**src/rtl/aes_axil_regs.sv**
```systemverilog
// AXI4-Lite register file for the AES-256 encrypt/decrypt cores: key/text
// word shifters, edge-triggered start pulses, done capture and popping result reads.
module aes_axil_regs #(
  parameter int unsigned C_S_AXI_ADDR_WIDTH = 6,
  parameter logic [31:0] C_ID_VALUE         = 32'hAE52_0100
) (
  input  logic                          clk_in1,
  input  logic                          reset,
  input  logic [C_S_AXI_ADDR_WIDTH-1:0] s_axi_awaddr,
  input  logic                          s_axi_awvalid,
  output logic                          s_axi_awready,
  input  logic [31:0]                   s_axi_wdata,
  input  logic [3:0]                    s_axi_wstrb,
  input  logic                          s_axi_wvalid,
  output logic                          s_axi_wready,
  output logic [1:0]                    s_axi_bresp,
  output logic                          s_axi_bvalid,
  input  logic                          s_axi_bready,
  input  logic [C_S_AXI_ADDR_WIDTH-1:0] s_axi_araddr,
  input  logic                          s_axi_arvalid,
  output logic                          s_axi_arready,
  output logic [31:0]                   s_axi_rdata,
  output logic [1:0]                    s_axi_rresp,
  output logic                          s_axi_rvalid,
  input  logic                          s_axi_rready,
  output logic [255:0]                  enc_key,
  output logic [255:0]                  dec_key,
  output logic [127:0]                  enc_text,
  output logic [127:0]                  dec_text,
  output logic                          enc_start,
  output logic                          dec_start,
  input  logic                          enc_busy,
  input  logic                          dec_busy,
  input  logic                          enc_done,
  input  logic                          dec_done,
  input  logic [127:0]                  enc_result,
  input  logic [127:0]                  dec_result
);

  localparam logic [3:0] IDX_ID       = 4'h0;
  localparam logic [3:0] IDX_CTRL     = 4'h1;
  localparam logic [3:0] IDX_STATUS   = 4'h2;
  localparam logic [3:0] IDX_ENC_KEY  = 4'h4;
  localparam logic [3:0] IDX_DEC_KEY  = 4'h5;
  localparam logic [3:0] IDX_ENC_TEXT = 4'h6;
  localparam logic [3:0] IDX_DEC_TEXT = 4'h7;
  localparam logic [3:0] IDX_ENC_OUT  = 4'h8;
  localparam logic [3:0] IDX_DEC_OUT  = 4'h9;
  localparam logic [1:0] RESP_OKAY    = 2'b00;
  localparam logic [1:0] RESP_SLVERR  = 2'b10;
  localparam logic [3:0] KEY_WORDS    = 4'd8;
  localparam logic [2:0] TXT_WORDS    = 3'd4;
  localparam logic [2:0] PTR_END      = 3'd4;

  logic        aw_cap, w_cap, aw_cap_n, w_cap_n, bvalid_n, rvalid_n;
  logic        aw_hs, w_hs, ar_hs, do_write, wr_full, wr_ok, rd_ok;
  logic [3:0]  wr_idx, wr_strb, rd_idx;
  logic [31:0] wr_data, rd_data, status;
  logic [1:0]  ctrl, ctrl_prev;
  logic [3:0]  enc_key_cnt, dec_key_cnt;
  logic [2:0]  enc_txt_cnt, dec_txt_cnt, enc_p, dec_p;
  logic        enc_valid, dec_valid, enc_err, dec_err;
  logic        enc_rise, dec_rise, enc_ok, dec_ok;
  logic [127:0] enc_res, dec_res;
  logic        unused_addr;

  assign unused_addr = ^{s_axi_awaddr, s_axi_araddr};

  assign aw_hs    = s_axi_awvalid & s_axi_awready;
  assign w_hs     = s_axi_wvalid & s_axi_wready;
  assign ar_hs    = s_axi_arvalid & s_axi_arready;
  assign do_write = aw_cap & w_cap & ~s_axi_bvalid;
  assign wr_full  = (wr_strb == 4'hF);
  assign rd_idx   = s_axi_araddr[5:2];

  // Write decode: CTRL always answers OKAY, shifters only on full-word strobes
  always_comb begin
    wr_ok = 1'b0;
    case (wr_idx)
      IDX_CTRL:                                            wr_ok = 1'b1;
      IDX_ENC_KEY, IDX_DEC_KEY, IDX_ENC_TEXT, IDX_DEC_TEXT: wr_ok = wr_full;
      default:                                             wr_ok = 1'b0;
    endcase
  end

  always_comb begin
    aw_cap_n = aw_cap;
    w_cap_n  = w_cap;
    bvalid_n = s_axi_bvalid;
    rvalid_n = s_axi_rvalid;
    if (aw_hs) aw_cap_n = 1'b1;
    if (w_hs)  w_cap_n  = 1'b1;
    if (do_write) begin
      aw_cap_n = 1'b0;
      w_cap_n  = 1'b0;
      bvalid_n = 1'b1;
    end else if (s_axi_bvalid && s_axi_bready) begin
      bvalid_n = 1'b0;
    end
    if (ar_hs) rvalid_n = 1'b1;
    else if (s_axi_rvalid && s_axi_rready) rvalid_n = 1'b0;
  end

  // Write address/data capture and response
  always_ff @(posedge clk_in1 or negedge reset) begin
    if (!reset) begin
      aw_cap        <= 1'b0;
      w_cap         <= 1'b0;
      s_axi_awready <= 1'b0;
      s_axi_wready  <= 1'b0;
      s_axi_bvalid  <= 1'b0;
      s_axi_bresp   <= RESP_OKAY;
      wr_idx        <= 4'h0;
      wr_data       <= 32'h0;
      wr_strb       <= 4'h0;
    end else begin
      aw_cap        <= aw_cap_n;
      w_cap         <= w_cap_n;
      s_axi_bvalid  <= bvalid_n;
      s_axi_awready <= ~aw_cap_n & ~bvalid_n;
      s_axi_wready  <= ~w_cap_n & ~bvalid_n;
      if (aw_hs) wr_idx <= s_axi_awaddr[5:2];
      if (w_hs) begin
        wr_data <= s_axi_wdata;
        wr_strb <= s_axi_wstrb;
      end
      if (do_write) s_axi_bresp <= wr_ok ? RESP_OKAY : RESP_SLVERR;
    end
  end

  assign enc_rise = ctrl[0] & ~ctrl_prev[0];
  assign dec_rise = ctrl[1] & ~ctrl_prev[1];
  assign enc_ok   = (enc_key_cnt == KEY_WORDS) && (enc_txt_cnt == TXT_WORDS) && !enc_busy;
  assign dec_ok   = (dec_key_cnt == KEY_WORDS) && (dec_txt_cnt == TXT_WORDS) && !dec_busy;

  // Control, buffers, start rules and result capture
  always_ff @(posedge clk_in1 or negedge reset) begin
    if (!reset) begin
      ctrl        <= 2'b00;
      ctrl_prev   <= 2'b00;
      enc_key     <= '0;
      dec_key     <= '0;
      enc_text    <= '0;
      dec_text    <= '0;
      enc_key_cnt <= 4'd0;
      dec_key_cnt <= 4'd0;
      enc_txt_cnt <= 3'd0;
      dec_txt_cnt <= 3'd0;
      enc_valid   <= 1'b0;
      dec_valid   <= 1'b0;
      enc_err     <= 1'b0;
      dec_err     <= 1'b0;
      enc_start   <= 1'b0;
      dec_start   <= 1'b0;
      enc_res     <= '0;
      dec_res     <= '0;
    end else begin
      ctrl_prev <= ctrl;
      if (do_write && wr_idx == IDX_CTRL && wr_strb[0]) ctrl <= wr_data[1:0];
      if (do_write && wr_full && wr_idx == IDX_ENC_KEY) begin
        enc_key <= {enc_key[223:0], wr_data};
        if (enc_key_cnt != KEY_WORDS) enc_key_cnt <= enc_key_cnt + 4'd1;
      end
      if (do_write && wr_full && wr_idx == IDX_DEC_KEY) begin
        dec_key <= {dec_key[223:0], wr_data};
        if (dec_key_cnt != KEY_WORDS) dec_key_cnt <= dec_key_cnt + 4'd1;
      end
      if (do_write && wr_full && wr_idx == IDX_ENC_TEXT) begin
        enc_text <= {enc_text[95:0], wr_data};
        if (enc_txt_cnt != TXT_WORDS) enc_txt_cnt <= enc_txt_cnt + 3'd1;
      end
      if (do_write && wr_full && wr_idx == IDX_DEC_TEXT) begin
        dec_text <= {dec_text[95:0], wr_data};
        if (dec_txt_cnt != TXT_WORDS) dec_txt_cnt <= dec_txt_cnt + 3'd1;
      end
      enc_start <= enc_rise & enc_ok;
      dec_start <= dec_rise & dec_ok;
      if (enc_rise) begin
        if (enc_ok) begin
          enc_key_cnt <= 4'd0;
          enc_txt_cnt <= 3'd0;
          enc_valid   <= 1'b0;
          enc_err     <= 1'b0;
        end else begin
          enc_err <= 1'b1;
        end
      end
      if (dec_rise) begin
        if (dec_ok) begin
          dec_key_cnt <= 4'd0;
          dec_txt_cnt <= 3'd0;
          dec_valid   <= 1'b0;
          dec_err     <= 1'b0;
        end else begin
          dec_err <= 1'b1;
        end
      end
      if (enc_done) begin
        enc_res   <= enc_result;
        enc_valid <= 1'b1;
      end
      if (dec_done) begin
        dec_res   <= dec_result;
        dec_valid <= 1'b1;
      end
    end
  end

  function automatic logic [31:0] out_word(input logic [127:0] res, input logic [2:0] p);
    case (p)
      3'd0:    out_word = res[127:96];
      3'd1:    out_word = res[95:64];
      3'd2:    out_word = res[63:32];
      3'd3:    out_word = res[31:0];
      default: out_word = 32'h0;
    endcase
  endfunction

  assign status = {9'd0, dec_txt_cnt, 1'b0, enc_txt_cnt, dec_key_cnt, enc_key_cnt,
                   2'b00, dec_err, enc_err, dec_valid, enc_valid, dec_busy, enc_busy};

  always_comb begin
    rd_ok   = 1'b1;
    rd_data = 32'h0;
    case (rd_idx)
      IDX_ID:      rd_data = C_ID_VALUE;
      IDX_CTRL:    rd_data = {30'd0, ctrl};
      IDX_STATUS:  rd_data = status;
      IDX_ENC_OUT: rd_data = out_word(enc_res, enc_p);
      IDX_DEC_OUT: rd_data = out_word(dec_res, dec_p);
      default:     rd_ok   = 1'b0;
    endcase
  end

  // Read channel; a done pulse overrides a coincident pop and rewinds the pointer
  always_ff @(posedge clk_in1 or negedge reset) begin
    if (!reset) begin
      s_axi_arready <= 1'b0;
      s_axi_rvalid  <= 1'b0;
      s_axi_rdata   <= 32'h0;
      s_axi_rresp   <= RESP_OKAY;
      enc_p         <= PTR_END;
      dec_p         <= PTR_END;
    end else begin
      s_axi_rvalid  <= rvalid_n;
      s_axi_arready <= ~rvalid_n;
      if (ar_hs) begin
        s_axi_rdata <= rd_data;
        s_axi_rresp <= rd_ok ? RESP_OKAY : RESP_SLVERR;
        if (rd_idx == IDX_ENC_OUT && enc_p != PTR_END) enc_p <= enc_p + 3'd1;
        if (rd_idx == IDX_DEC_OUT && dec_p != PTR_END) dec_p <= dec_p + 3'd1;
      end
      if (enc_done) enc_p <= 3'd0;
      if (dec_done) dec_p <= 3'd0;
    end
  end

endmodule

```
**config.mk**
```make
export PLATFORM = sky130hd
export DESIGN_NAME = aes_axil_regs
export DESIGN_NICKNAME = d
export VERILOG_FILES = /design/src/rtl/aes_axil_regs.sv
export SDC_FILE = /design/constraint.sdc
export NUM_CORES = 1
export LEC_CHECK = 0
export ABC_AREA = 1
export CORE_AREA = 2 2 435 437
export CTS_CLUSTER_SIZE = 25
export DETAILED_ROUTE_END_ITERATION = 12
export DIE_AREA = 0 0 437 439
export SYNTH_ARGS = -nofsm -noshare
export SYNTH_HDL_FRONTEND = slang
export SYNTH_SLANG_ARGS = --single-unit
```
**constraint.sdc**
```tcl
create_clock -name clk_in1 -period 2.7 [get_ports clk_in1]
set_input_delay 0.54 -clock clk_in1 [delete_from_list [all_inputs] [get_ports clk_in1]]
set_output_delay 0.54 -clock clk_in1 [all_outputs]
set_load 0.01 [all_outputs]
```
==> results <==
==> cells by family (layout without fill, tap and decap cells) <==
kind of cell             after synthesis  after routing  share of synthesized area [%]
flip-flops                          1135           1135                          63.23
AND/OR/NAND/NOR                     3097           3097                          26.51
XOR/XNOR                               6              6                         0.1170
other                                  1             23                       0.008347
adder cells (fa/ha/maj)               18             18                         0.5013
buffers and inverters                496           1707                          4.531
AO/OA/AOI/OAI                        457            457                          5.105
==> metal layers <==
metal  vias to the layer above  track usage, %  wire length (um)
li1                      18330               -                 -
met1                     19330           25.90             82060
met2                      1538           32.17             93700
met3                       329           4.944             14360
met4                         8           9.221              9364
met5                         -               0                45
==> tightest hold or removal path: cells and delay by family <==
family        cells  cell delay [ns]
simple gates      2             0.13
buf+inv           1             0.19
==> per-stage QoR <==
stage,total power [mW],cells,cell area [um2],setup slack [ns]
finish,41.46,8938,64260,0.09664
global route,43.04,8933,64240,0.06089
CTS,42.02,8917,64200,0.01576
detailed placement,23.19,8680,59670,0.2242
global placement,23.14,8680,59670,0.2353
floorplan,19.91,5211,44930,0.6985
==> layout by cell type (no fill, tap or decap), types with 49 or more instances in the layout <==
master and instances:
nand2_1 2826, dfrtp_1 1132, clkdlybuf4s50_1 1114, o21ai_0 410, inv_1 209, nand3_1 163
clkbuf_16 136, buf_4 88, nor2_1 81, buf_12 49
==> registers in the layout, summed over array words and instances, names as in the netlist, 3 cells and up <==
register and cells:
enc_p 3, wr_idx 4, wr_strb 4, enc_txt_cnt 3
dec_text 128, s_axi_rdata 32, enc_res 128, dec_p 3
dec_txt_cnt 3, enc_key 256, wr_data 32, dec_key 256
dec_res 128, dec_key_cnt 4, enc_key_cnt 4, enc_text 128
==> layout make-up <==
cell class / instances / area (um2) / area share, %
Clock inverter: 47 / 610.6 / 0.9502
Multi-Input combinational cell: 3580 / 14500 / 22.57
Antenna cell: 21 / 52.55 / 0.08178
Tap cell: 2495 / 3122 / 4.858
Timing Repair Buffer: 1254 / 12820 / 19.95
Sequential cell: 1135 / 28410 / 44.21
Inverter: 217 / 832.0 / 1.295
Clock buffer: 189 / 3913 / 6.089
==> power by group <==
part / switching, mW / internal, mW / leakage [nW]
clock network: 7.60 / 11.1 / 2.23
logic: 3.02 / 1.35 / 14.1
registers: 0.525 / 17.9 / 15.3
total: 11.1 / 30.3 / 31.6
==> worst max-delay path by stage <==
| stage | from | end | slack [ns] | cells after the start |
|---|---|---|---|---|
| after floorplan | enc_p[2]$_DFFE_PN1P_ | s_axi_rdata[15]$_DFFE_PN0P_ | 0.70 | 11 |
| after global placement | s_axi_araddr[2] | s_axi_rdata[0]$_DFFE_PN0P_ | 0.24 | 9 |
| after detailed placement | s_axi_araddr[2] | s_axi_rdata[0]$_DFFE_PN0P_ | 0.22 | 9 |
| after CTS | enc_key[49]$_DFFE_PN0N_ | enc_key[49] | 0.02 | 1 |
| after global routing | enc_key[37]$_DFFE_PN0N_ | enc_key[37] | 0.06 | 1 |
| final | enc_key[37]$_DFFE_PN0N_ | enc_key[37] | 0.1 | 1 |
==> timing repair <==
item / 4_1_cts / 5_1_grt
setup endpoints to repair: 3 / 0
resized for setup: 3 / 0
hold endpoints to repair: 31 / 0
hold buffers: 1 / 0
==> impl_metrics.ini <==
[run_status]
status = finished clean

[worst_setup_path]
crit_path_top_delay_cell = clkdlybuf4s50_1
cp_num_buf_inv = 1
crit_path_end_kind = output port
regToRegSetupSlack_ns = 0.25
crit_fanout = 3
required_ns = 2.16
r2r_cells = 9
r2r-start = enc_p[2]$_DFFE_PN1P_
crit_path_start_kind = flip-flop
critPathKind = reg2out
cp_cell_sequence = clkdlybuf4s50_1
path_delay_family = buffers and inverters
reg2reg_to = s_axi_rdata[0]$_DFFE_PN0P_
crit_arrival_ns = 2.06
cp_slowest_stage_delay_ns = 0.70

[detailed_routing]
dr.first_iter.drc_count = 3772
drc = 0
via_count = 39530
via_per_inst = 4.423
drt-pass1-iter-count = 6
antenna_left = 0
drt_wl_total_um = 199500
wl_per_cell_um = 22.32

[sta]
holdWs_ns = 0.1362
finalHoldViolCount = 0
setup_viol = 0
grt_setup_unrepaired = no
fin_crit_ns = 2.603
fin_tns_setup_ns = 0
fin_worst_skew_ns = 0.03048
report.final.slew_viol_count = 0
finalCritPeriodShare_pct = 96.42
worst_pin_slew_ns = 0.9855
max_freq_mhz = 384.1
slew_headroom_pct = 34.30

[synthesis]
syn_area_um2 = 44920
ys_warn_count = 0
synth_top_area_share_pct = 63.11
netlist_top_cells_count = 2826 x nand2_1, 1133 x dfrtp_1, 410 x o21ai_0, 210 x inv_1, 164 x nand3_1
yosysTopAreaCell = dfrtp_1
ys_seq_elements = 1135
synth_enable_flop_cells = 0
synthTopCellsByArea = dfrtp_1 63%, nand2_1 24%, o21ai_0 4.6%
synth-async-reset-ratio_pct = 100.0
ys_seq_area_share_pct = 63.23
syn_inst = 5210
synth_flop_cell = dfrtp_1
synth_most_common_cell = nand2_1
avgSynthCellArea_um2 = 8.623
post_synth_num_cell_types = 28

[global_routing]
grt_usage_pct = 20.22
overflow = 0
grt_pass1_wl_um = 281600
grt_start_max_net_pins = 143
grt_pass1_vias = 38460
antenna_found_initial = 42

[min_path]
whs_path_depth = 3
worstHoldPathType = in2reg
min-delay-start = dec_done
hold_end = dec_res[27]$_DFFE_PN0P_

[layout]
fin_nets = 6655
fillerInstances = 19200
final_util_pct = 34.36
drive_above_1_share_pct = 5.824
syn2layout_area_growth_pct = 43.03

[clock_tree]
cts_buffer_depth = 3
cts_buffers = 134
clk_latency_ns = 0.78
htreeDepth = 4
cts_sinks = 1135
clkTransAtPathRegs_ns = 0.06
cts_root_buffer = clkbuf_16
cts_tree = built
postCtsSetupBuffers = 0

[floorplanning]
io_pins = 1126
die_w_um = 437
core_um2 = 187000
dieArea_um2 = 191800
initial_core_util_pct = 24.02
die_y_um = 439
rows = 159

[placed_design]
io_buffers = 1119
dp_hpwl_um = 151500
gp_congestion = 0.9334

[pwr]
p_per_area_nw_per_um2 = 645.3
ir_drop_v = 0.0005200
leakage_nw = 31.57

[flow_run]
drv_cap = 0
Power figures use the tool's default switching activity.
